File: config.mk
export PLATFORM = sky130hd
export DESIGN_NAME = keccak_round_ctrl_np
export DESIGN_NICKNAME = d
export VERILOG_FILES = /design/src/rtl/keccak_pkg.sv /design/src/rtl/keccak_slot_round_cnt.sv /design/src/rtl/keccak_round_ctrl_np.sv
export SDC_FILE = /design/constraint.sdc
export NUM_CORES = 1
export LEC_CHECK = 0
export ABC_AREA = 1
export CAP_MARGIN = 10
export CORE_MARGIN = 3
export CORE_UTILIZATION = 25
export CTS_CLUSTER_DIAMETER = 100
export CTS_CLUSTER_SIZE = 28
export DETAILED_ROUTE_END_ITERATION = 10
export GPL_TIMING_DRIVEN = 1
export HOLD_SLACK_MARGIN = 0.06
export SLEW_MARGIN = 10
export SYNTH_ARGS = -nofsm -noshare
export SYNTH_HDL_FRONTEND = slang
export SYNTH_SLANG_ARGS = --single-unit
File: constraint.sdc
create_clock -name clk -period 1.2 [get_ports clk]
set_input_delay 0.18 -clock clk [delete_from_list [all_inputs] [get_ports clk]]
set_output_delay 0.18 -clock clk [all_outputs]
set_load 0.03 [all_outputs]
File: src/rtl/keccak_pkg.sv
// rtl/keccak_pkg.sv - shared encodings and constants for the Keccak round controller
package keccak_pkg;

    typedef enum logic [0:0] {
        ST_FILL = 1'b0,
        ST_RUN  = 1'b1
    } ctrl_state_t;

    localparam int KECCAK_ROUNDS = 24;
    localparam int RW            = 5;

    // A single-slot loop still needs a 1-bit slot port.
    function automatic int slot_width(input int nstage);
        return (nstage > 1) ? $clog2(nstage) : 1;
    endfunction

endpackage

File: src/rtl/keccak_slot_round_cnt.sv
// rtl/keccak_slot_round_cnt.sv - slot/round counter pair for the interleaved round loop
module keccak_slot_round_cnt #(
    parameter int NSTAGE = 2,
    parameter int ROUNDS = 24,
    parameter int SW     = 1,
    parameter int RW     = 5
) (
    input  logic          clk,
    input  logic          rst_n,
    input  logic          i_step,
    input  logic          i_round_en,
    output logic [SW-1:0] o_slot,
    output logic [RW-1:0] o_round,
    output logic          o_slot_last,
    output logic          o_round_last,
    output logic          o_wrap
);

    localparam logic [SW-1:0] SLOT_MAX  = SW'(NSTAGE - 1);
    localparam logic [RW-1:0] ROUND_MAX = RW'(ROUNDS - 1);

    logic [SW-1:0] r_slot;
    logic [RW-1:0] r_round;
    logic          w_slot_last;
    logic          w_round_last;

    assign w_slot_last  = (r_slot == SLOT_MAX);
    assign w_round_last = (r_round == ROUND_MAX);

    assign o_slot       = r_slot;
    assign o_round      = r_round;
    assign o_slot_last  = w_slot_last;
    assign o_round_last = w_round_last;
    assign o_wrap       = w_slot_last & w_round_last;

    // Round only advances while running; during fill the slot wrap leaves round at zero.
    always_ff @(posedge clk or negedge rst_n) begin
        if (!rst_n) begin
            r_slot  <= '0;
            r_round <= '0;
        end else if (i_step) begin
            if (w_slot_last) begin
                r_slot <= '0;
                if (i_round_en && !w_round_last) begin
                    r_round <= r_round + RW'(1);
                end else begin
                    r_round <= '0;
                end
            end else begin
                r_slot <= r_slot + SW'(1);
            end
        end
    end

endmodule

File: src/rtl/keccak_round_ctrl_np.sv
// rtl/keccak_round_ctrl_np.sv - fill/run sequencer for an NSTAGE-way interleaved Keccak-f round loop
module keccak_round_ctrl_np
    import keccak_pkg::*;
#(
    parameter int  NSTAGE = 2,
    parameter int  ROUNDS = KECCAK_ROUNDS,
    localparam int SW     = slot_width(NSTAGE)
) (
    input  logic          clk,
    input  logic          rst_n,
    input  logic          in_valid,
    input  logic          last_block,
    output logic          in_ready,
    output logic          load,
    output logic          k,
    output logic          en,
    output logic          up,
    output logic [SW-1:0] slot,
    output logic [RW-1:0] round,
    output logic          out_valid,
    output logic          busy
);

    ctrl_state_t   r_state;
    logic          r_last_q;
    logic          r_last_nxt;

    logic          w_fill;
    logic          w_run;
    logic [SW-1:0] w_slot;
    logic [RW-1:0] w_round;
    logic          w_slot_first;
    logic          w_slot_last;
    logic          w_round_last;
    logic          w_wrap;
    logic          w_new_last;

    keccak_slot_round_cnt #(
        .NSTAGE (NSTAGE),
        .ROUNDS (ROUNDS),
        .SW     (SW),
        .RW     (RW)
    ) u_cnt (
        .clk          (clk),
        .rst_n        (rst_n),
        .i_step       (en),
        .i_round_en   (w_run),
        .o_slot       (w_slot),
        .o_round      (w_round),
        .o_slot_last  (w_slot_last),
        .o_round_last (w_round_last),
        .o_wrap       (w_wrap)
    );

    assign w_fill       = (r_state == ST_FILL);
    assign w_run        = (r_state == ST_RUN);
    assign w_slot_first = (w_slot == '0);

    // With one slot the final-flag beat and the pass boundary coincide, so take last_block directly.
    assign w_new_last   = w_slot_first ? last_block : r_last_nxt;

    // In fill the loop only moves on accepted beats; in run it only stops for a missing absorb beat.
    assign in_ready  = w_fill | (w_round_last & ~r_last_q);
    assign load      = in_valid & in_ready;
    assign k         = w_fill & load;
    assign en        = ~(in_ready & ~in_valid);
    assign up        = w_run & en & w_slot_last;
    assign out_valid = w_run & w_round_last & r_last_q;
    assign busy      = ~(w_fill & w_slot_first);
    assign slot      = w_slot;
    assign round     = w_round;

    always_ff @(posedge clk or negedge rst_n) begin
        if (!rst_n) begin
            r_state    <= ST_FILL;
            r_last_q   <= 1'b0;
            r_last_nxt <= 1'b0;
        end else begin
            if (load && w_slot_first) begin
                r_last_nxt <= last_block;
            end
            if (r_state == ST_FILL) begin
                if (en && w_slot_last) begin
                    r_state  <= ST_RUN;
                    r_last_q <= w_new_last;
                end
            end else if (en && w_wrap) begin
                if (r_last_q) begin
                    r_state <= ST_FILL;
                end else begin
                    r_last_q <= w_new_last;
                end
            end
        end
    end

endmodule

Word level (Yosys, flattened, before mapping). Index checks and enable logic that the tools add are counted.

$add $sub $neg: 2. Equal/unequal tests: 2. Muxes and demuxes: 11. Bitwise operators: 17. Reduce and logical (&&, ||, !) cells: 8.

Operator list (number): $and 1x1->1 (10); $mux 1 (10); $not 1->1 (6); $add 5x1->5 const B (1); $eq 5x5->1 const B (1); $mux 5 (1); $logic_and 1x1->1 (4); $reduce_and 2->1 (2); $ne 2x1->1 const B (1); $reduce_bool 2->1 (1); $add 1x1->1 const B (1); $logic_not 1->1 (1); $or 1x1->1 (1).

Flip-flop bits (word level): 9. Bits of input ports: 4. Output and inout bits: 13. Word-level logic and storage cells: 45.

Depth between registers and ports, before layout. Gate-level depths: netlist (run 1).

Depth after elaboration: 8. Mapped depth: 9. Depth with buffers taken out: 9.

Cells and area by module. From an unflattened synthesis (run 1), not the netlist that was laid out.

Cells, all modules: 80. Area, all modules: 558.0 µm².

Modules (own cells, without submodules): keccak_slot_round_cnt (instances 1, cells an instance 47, area each 330.3 µm², sequential area each 150.1 µm²); keccak_round_ctrl_np (instances 1, cells an instance 33, area each 227.7 µm², sequential area each 75.1 µm²).

Worst setup path before layout (run 1). OpenSTA, ideal clock, no wires.

Path type: reg2out. From: register u_cnt.r_round[0] (netlist: u_cnt.o_round[0]). To: output up. Arrival time: 1742 ps. Data required time: 1020 ps. Setup slack: -722 ps. Cell stages (with the launch flop): 9. Path buffers: 0. Cell sequence: dfrtp_1 > ha_1 > nand2_2 > inv_2 > nand2_2 > nand2_4 > nand3_4 > nand2_4 > nor2_1.

Word-level cells in the longest chain between the ends: 7.

RTL lines: start: declaration (RTL line keccak_slot_round_cnt.sv:23) `logic [RW-1:0] r_round;`; start signal: assignment (RTL line keccak_slot_round_cnt.sv:45) `r_round <= r_round + RW'(1);`; $eq 5x5->1 (RTL line keccak_slot_round_cnt.sv:28) `assign w_round_last = (r_round == ROUND_MAX);`; $and 1x1->1 (RTL line keccak_round_ctrl_np.sv:63) `assign in_ready = w_fill | (w_round_last & ~r_last_q);`; $or 1x1->1 (RTL line keccak_round_ctrl_np.sv:63); $and 1x1->1 (RTL line keccak_round_ctrl_np.sv:66) `assign en = ~(in_ready & ~in_valid);`; $not 1->1 (no source line); net en (RTL line keccak_round_ctrl_np.sv:16) `output logic en,`; $and 1x1->1 (2 in series) (RTL line keccak_round_ctrl_np.sv:67) `assign up = w_run & en & w_slot_last;`; end: declaration (RTL line keccak_round_ctrl_np.sv:17) `output logic up,`.

The timed path passes the listed nets, and every way through them passes these cells.

Final worst setup path (run 1).
From: register u_cnt.r_round[1] (netlist: u_cnt.o_round[1]). To: output up.

Word-level cells in the longest chain between the ends: 7.

RTL lines (RTL line): $eq 5x5->1 (keccak_slot_round_cnt.sv:28); $and 1x1->1 (keccak_round_ctrl_np.sv:63); $or 1x1->1 (keccak_round_ctrl_np.sv:63); $and 1x1->1 (keccak_round_ctrl_np.sv:66); $not 1->1 (no source line); $and 1x1->1 (2 in series) (keccak_round_ctrl_np.sv:67).

Every way passes these cells.

==> flow_results.xml, run 1 <==
<?xml version="1.0" encoding="UTF-8"?>
<metrics>
  <group name="setup_path">
    <metric name="crit_end_element" unit="">primary output</metric>
    <metric name="cell_type_of_the_slowest_stage_on_the_worst_timing_path" unit="">sky130_fd_sc_hd__dfrtp_2</metric>
    <metric name="terminus_of_the_critical_flop_to_flop_path" unit="">u_cnt.o_round[3]</metric>
    <metric name="critical_path_class" unit="">flip-flop to primary output</metric>
    <metric name="crit_buf_inv" unit="">2</metric>
    <metric name="critical_path_peak_fanout" unit="">3</metric>
    <metric name="critical-path-top-delay-family" unit="">flip-flops</metric>
    <metric name="r2r-start" unit="">u_cnt.o_round[1]</metric>
    <metric name="timing.critical_path.required" unit="ps">1020</metric>
    <metric name="critical_path.cell_chain" unit="">ha_4 &gt; nand2_4 &gt; inv_2 &gt; nand2_4 &gt; nand2_4 &gt; nand3_4 &gt; nand2_4 &gt; nor2_4 &gt; buf_6</metric>
    <metric name="start_kind" unit="">flip-flop</metric>
    <metric name="worst_path_most_repeated_cell" unit="">sky130_fd_sc_hd__nand2_4</metric>
    <metric name="worst-r2r-cell-count" unit="">10</metric>
    <metric name="max_stage_delay" unit="ps">430</metric>
    <metric name="ff2ff_setup_slack" unit="ps">-150</metric>
    <metric name="worst-endpoint-arrival" unit="ps">1460</metric>
  </group>
  <group name="placement">
    <metric name="place_congestion" unit="">0.780</metric>
    <metric name="placedInstanceArea" unit="µm²">905</metric>
    <metric name="place_ws" unit="ps">-203</metric>
    <metric name="port-buffer-count" unit="">16</metric>
    <metric name="dp_hpwl" unit="µm">1290</metric>
  </group>
  <group name="synthesis">
    <metric name="syn_inst" unit="">81</metric>
    <metric name="synthesis.nets" unit="">86</metric>
    <metric name="ys_top_cells_by_area" unit="">sky130_fd_sc_hd__dfrtp_1 (38%), sky130_fd_sc_hd__nand2_1 (17%), sky130_fd_sc_hd__nand3_1 (8.5%)</metric>
    <metric name="synth-seq-area-share" unit="%">38.1</metric>
    <metric name="synth-edff-count" unit="">0</metric>
    <metric name="syn_area" unit="µm²">592</metric>
    <metric name="ys_seq_elements" unit="">9</metric>
    <metric name="ys_async_sr_fraction" unit="%">100</metric>
    <metric name="post_synth_num_cell_types" unit="">16</metric>
    <metric name="ys_dominant_reg_cell" unit="">sky130_fd_sc_hd__dfrtp_1</metric>
    <metric name="yosys_warnings" unit="">0</metric>
    <metric name="synthTopCellsByCount" unit="">sky130_fd_sc_hd__nand2_1 (27), sky130_fd_sc_hd__nand3_1 (10), sky130_fd_sc_hd__nor2_1 (10), sky130_fd_sc_hd__dfrtp_1 (9), sky130_fd_sc_hd__inv_1 (8)</metric>
    <metric name="synth_largest_type_area_fraction" unit="%">38.1</metric>
    <metric name="post_synth.cell_area_avg" unit="µm²">7.31</metric>
    <metric name="synth.most_common_cell" unit="">sky130_fd_sc_hd__nand2_1</metric>
    <metric name="synth.largest_area_cell" unit="">sky130_fd_sc_hd__dfrtp_1</metric>
  </group>
  <group name="global_route">
    <metric name="antenna_violations_before_repair" unit="">0</metric>
    <metric name="global_route.overflow_total" unit="">0</metric>
    <metric name="via_count_of_the_first_global_routing_pass" unit="">679</metric>
    <metric name="pin_count_of_the_biggest_net_entering_global_routing" unit="">10</metric>
    <metric name="grt_first_pass_wirelength" unit="µm">2970</metric>
    <metric name="track_usage" unit="%">14.2</metric>
  </group>
  <group name="detailed_routing">
    <metric name="routed_wl" unit="µm">1720</metric>
    <metric name="drt_first_iter_violations" unit="">15</metric>
    <metric name="post-route-drc-count" unit="">0</metric>
    <metric name="drtAntennaViolNets" unit="">0</metric>
    <metric name="dr.pass1.iters" unit="">4</metric>
    <metric name="viasPerCell" unit="">4.60</metric>
    <metric name="wl_per_cell" unit="µm">11.5</metric>
    <metric name="via_count" unit="">685</metric>
  </group>
  <group name="sta">
    <metric name="rsz0062_at_grt" unit="">true</metric>
    <metric name="timing.fmax" unit="GHz">0.611</metric>
    <metric name="slew_violations" unit="">0</metric>
    <metric name="max_slew.worst_pin.slew" unit="ps">226</metric>
    <metric name="relSlewSlack" unit="%">84.9</metric>
    <metric name="ratio_of_final_minimum_period_to_clock_period" unit="%">136</metric>
    <metric name="timing.final.ws_setup" unit="ps">-437</metric>
    <metric name="report.final.hold_viol_count" unit="">0</metric>
    <metric name="shortest_clock_period_the_worst_path_allows_after_layout" unit="ps">1640</metric>
    <metric name="clock-skew-final" unit="ps">9.81</metric>
    <metric name="report.final.setup_viol" unit="">16</metric>
  </group>
  <group name="clock_network">
    <metric name="clock-root-buffer" unit="">sky130_fd_sc_hd__clkbuf_4</metric>
    <metric name="tritoncts_num_sinks" unit="">9</metric>
    <metric name="clock_tree.htree_level_count" unit="">1</metric>
    <metric name="cts_buffers" unit="">3</metric>
    <metric name="insertion_delay" unit="ps">270</metric>
    <metric name="clock_tree_from_tritoncts" unit="">yes</metric>
    <metric name="ctsHoldBuffers" unit="">0</metric>
    <metric name="clk_pin_slew" unit="ps">70</metric>
    <metric name="clock_path_buffers" unit="">2</metric>
  </group>
  <group name="pwr">
    <metric name="worst_ir_drop_vdd" unit="V">0.00199</metric>
    <metric name="power_density" unit="mW/mm²">2650</metric>
    <metric name="p_leak" unit="nW">0.569</metric>
    <metric name="power.total" unit="mW">2.87</metric>
  </group>
  <group name="status">
    <metric name="failed_checks" unit="">setup timing</metric>
    <metric name="run_status" unit="">complete, but fails checks</metric>
  </group>
  <group name="die">
    <metric name="floorplan.io_pins" unit="">17</metric>
    <metric name="die_h" unit="µm">54.7</metric>
    <metric name="fp.dieW" unit="µm">54.7</metric>
    <metric name="row_count" unit="">16</metric>
    <metric name="start_util" unit="%">28.2</metric>
    <metric name="die_area" unit="mm²">0.00299</metric>
    <metric name="coreArea" unit="mm²">0.00210</metric>
  </group>
  <group name="layout">
    <metric name="final_core_util" unit="%">51.5</metric>
    <metric name="final.fill_count" unit="">210</metric>
    <metric name="final_layout_size_suffix_gt1_share" unit="%">56.6</metric>
    <metric name="layout-area-overhead-vs-synth" unit="%">83.1</metric>
    <metric name="nets" unit="">128</metric>
    <metric name="antenna-diode-count" unit="">0</metric>
    <metric name="fin_area" unit="mm²">0.00108</metric>
  </group>
  <group name="run">
    <metric name="cap_viol_max_count" unit="">0</metric>
  </group>
  <group name="min_path">
    <metric name="worstHoldPathType" unit="">input pin to asynchronous set/reset pin</metric>
  </group>
</metrics>
==> per-layer routing <==
metal  wire length (µm)  GRT usage, %  vias up
met5                  0             0        -
met4                  9          4.56        0
met3                 88          5.99        2
met2                865          23.2       19
met1                752          16.6      322
li1                   -             -      342
==> layout by cell type (no fill, tap or decap), drive strengths merged <==
| cell type | n |
|---|---|
| nand2 | 31 |
| o2111ai | 2 |
| dlymetal6s2s | 1 |
| nand3 | 11 |
| nor2 | 10 |
| dfrtp | 9 |
| a21oi | 1 |
| nand4 | 3 |
| buf | 37 |
| xnor2 | 1 |
| clkdlybuf4s50 | 2 |
| inv | 9 |
| clkbuf | 4 |
| ha | 1 |
==> worst max-delay path by stage <==
stage / end / cells after the start / slack [ps] / startpoint
global placement: up / 9 / -170 / u_cnt.o_round[1]
finish: up / 9 / -440 / u_cnt.o_round[1]
floorplan: up / 8 / -370 / u_cnt.o_round[0]
global route: up / 9 / -520 / u_cnt.o_round[0]
CTS: up / 9 / -450 / u_cnt.o_round[1]
detailed placement: up / 9 / -200 / u_cnt.o_round[1]
==> area by class of cell <==
class | instances | area, µm² | share of cell area, %
Sequential cell | 9 | 231 | 21.4
Tap cell | 27 | 33.8 | 3.12
Inverter | 9 | 38.8 | 3.58
Multi-Input combinational cell | 60 | 383 | 35.3
Timing Repair Buffer | 40 | 370 | 34.2
Clock buffer | 4 | 26.3 | 2.42
==> kinds of logic (layout without fill, tap and decap cells) <==
logic type / after synthesis / after routing / share of synthesized area [%]
compound gates: 3 / 3 / 3.81
xor+xnor: 1 / 1 / 1.48
fa+ha+maj: 1 / 1 / 2.11
buf+inv: 12 / 53 / 10.6
flops: 9 / 9 / 38.1
simple gates: 55 / 55 / 44.0
==> flip-flops by register name, summed over array words and instances (netlist names) <==
name	cells
u_cnt.o_round	5
r_last_nxt	1
r_state	1
r_last_q	1
u_cnt.o_slot	1
==> through the flow <==
step                      setup TNS, ps  hold slack (ps)  instances
after floorplan                   -2570             -116         81
after global placement            -1290              471        141
after detailed placement          -1640              471        141
after CTS                         -2970              181        147
after global routing              -4010              212        149
final                             -2880              180        149
==> power breakdown <==
group	internal, mW	total (mW)	leakage [nW]	switching (mW)
sequential	0.454	0.605	0.107	0.152
combinational	0.916	2.01	0.448	1.10
clock	0.129	0.250	0.0150	0.121
==> repair_timing <==
| item | in CTS | in global routing |
|---|---|---|
| buffers inserted | 3 | 4 |
| resized for setup | 19 | 21 |
| pin swaps | 5 | 2 |
| setup endpoints to repair | 17 | 17 |
==> worst reg2reg max path, stage by stage (launching register included) <==
cell                      delay [ps]
sky130_fd_sc_hd__dfrtp_2         430
sky130_fd_sc_hd__ha_4            170
sky130_fd_sc_hd__nand2_4          60
sky130_fd_sc_hd__inv_2            40
sky130_fd_sc_hd__nand2_4          70
sky130_fd_sc_hd__nand2_4          50
sky130_fd_sc_hd__nand3_4          80
sky130_fd_sc_hd__nand2_4          60
sky130_fd_sc_hd__buf_4           160
sky130_fd_sc_hd__nand2_1          60
sky130_fd_sc_hd__nand2_1          40
Power figures use the tool's default switching activity.
==> inputs of run 2 (changes only) <==
--- a/config.mk
+++ b/config.mk
@@ -6,6 +6,7 @@
 export NUM_CORES = 1
 export LEC_CHECK = 0
 export ABC_AREA = 1
+export ABC_CLOCK_PERIOD_IN_PS = 1200
 export CAP_MARGIN = 10
 export CORE_MARGIN = 3
 export CORE_UTILIZATION = 25
==> results of run 2 <==
No change in the layout: final DEF, timing and power equal those of run 1.
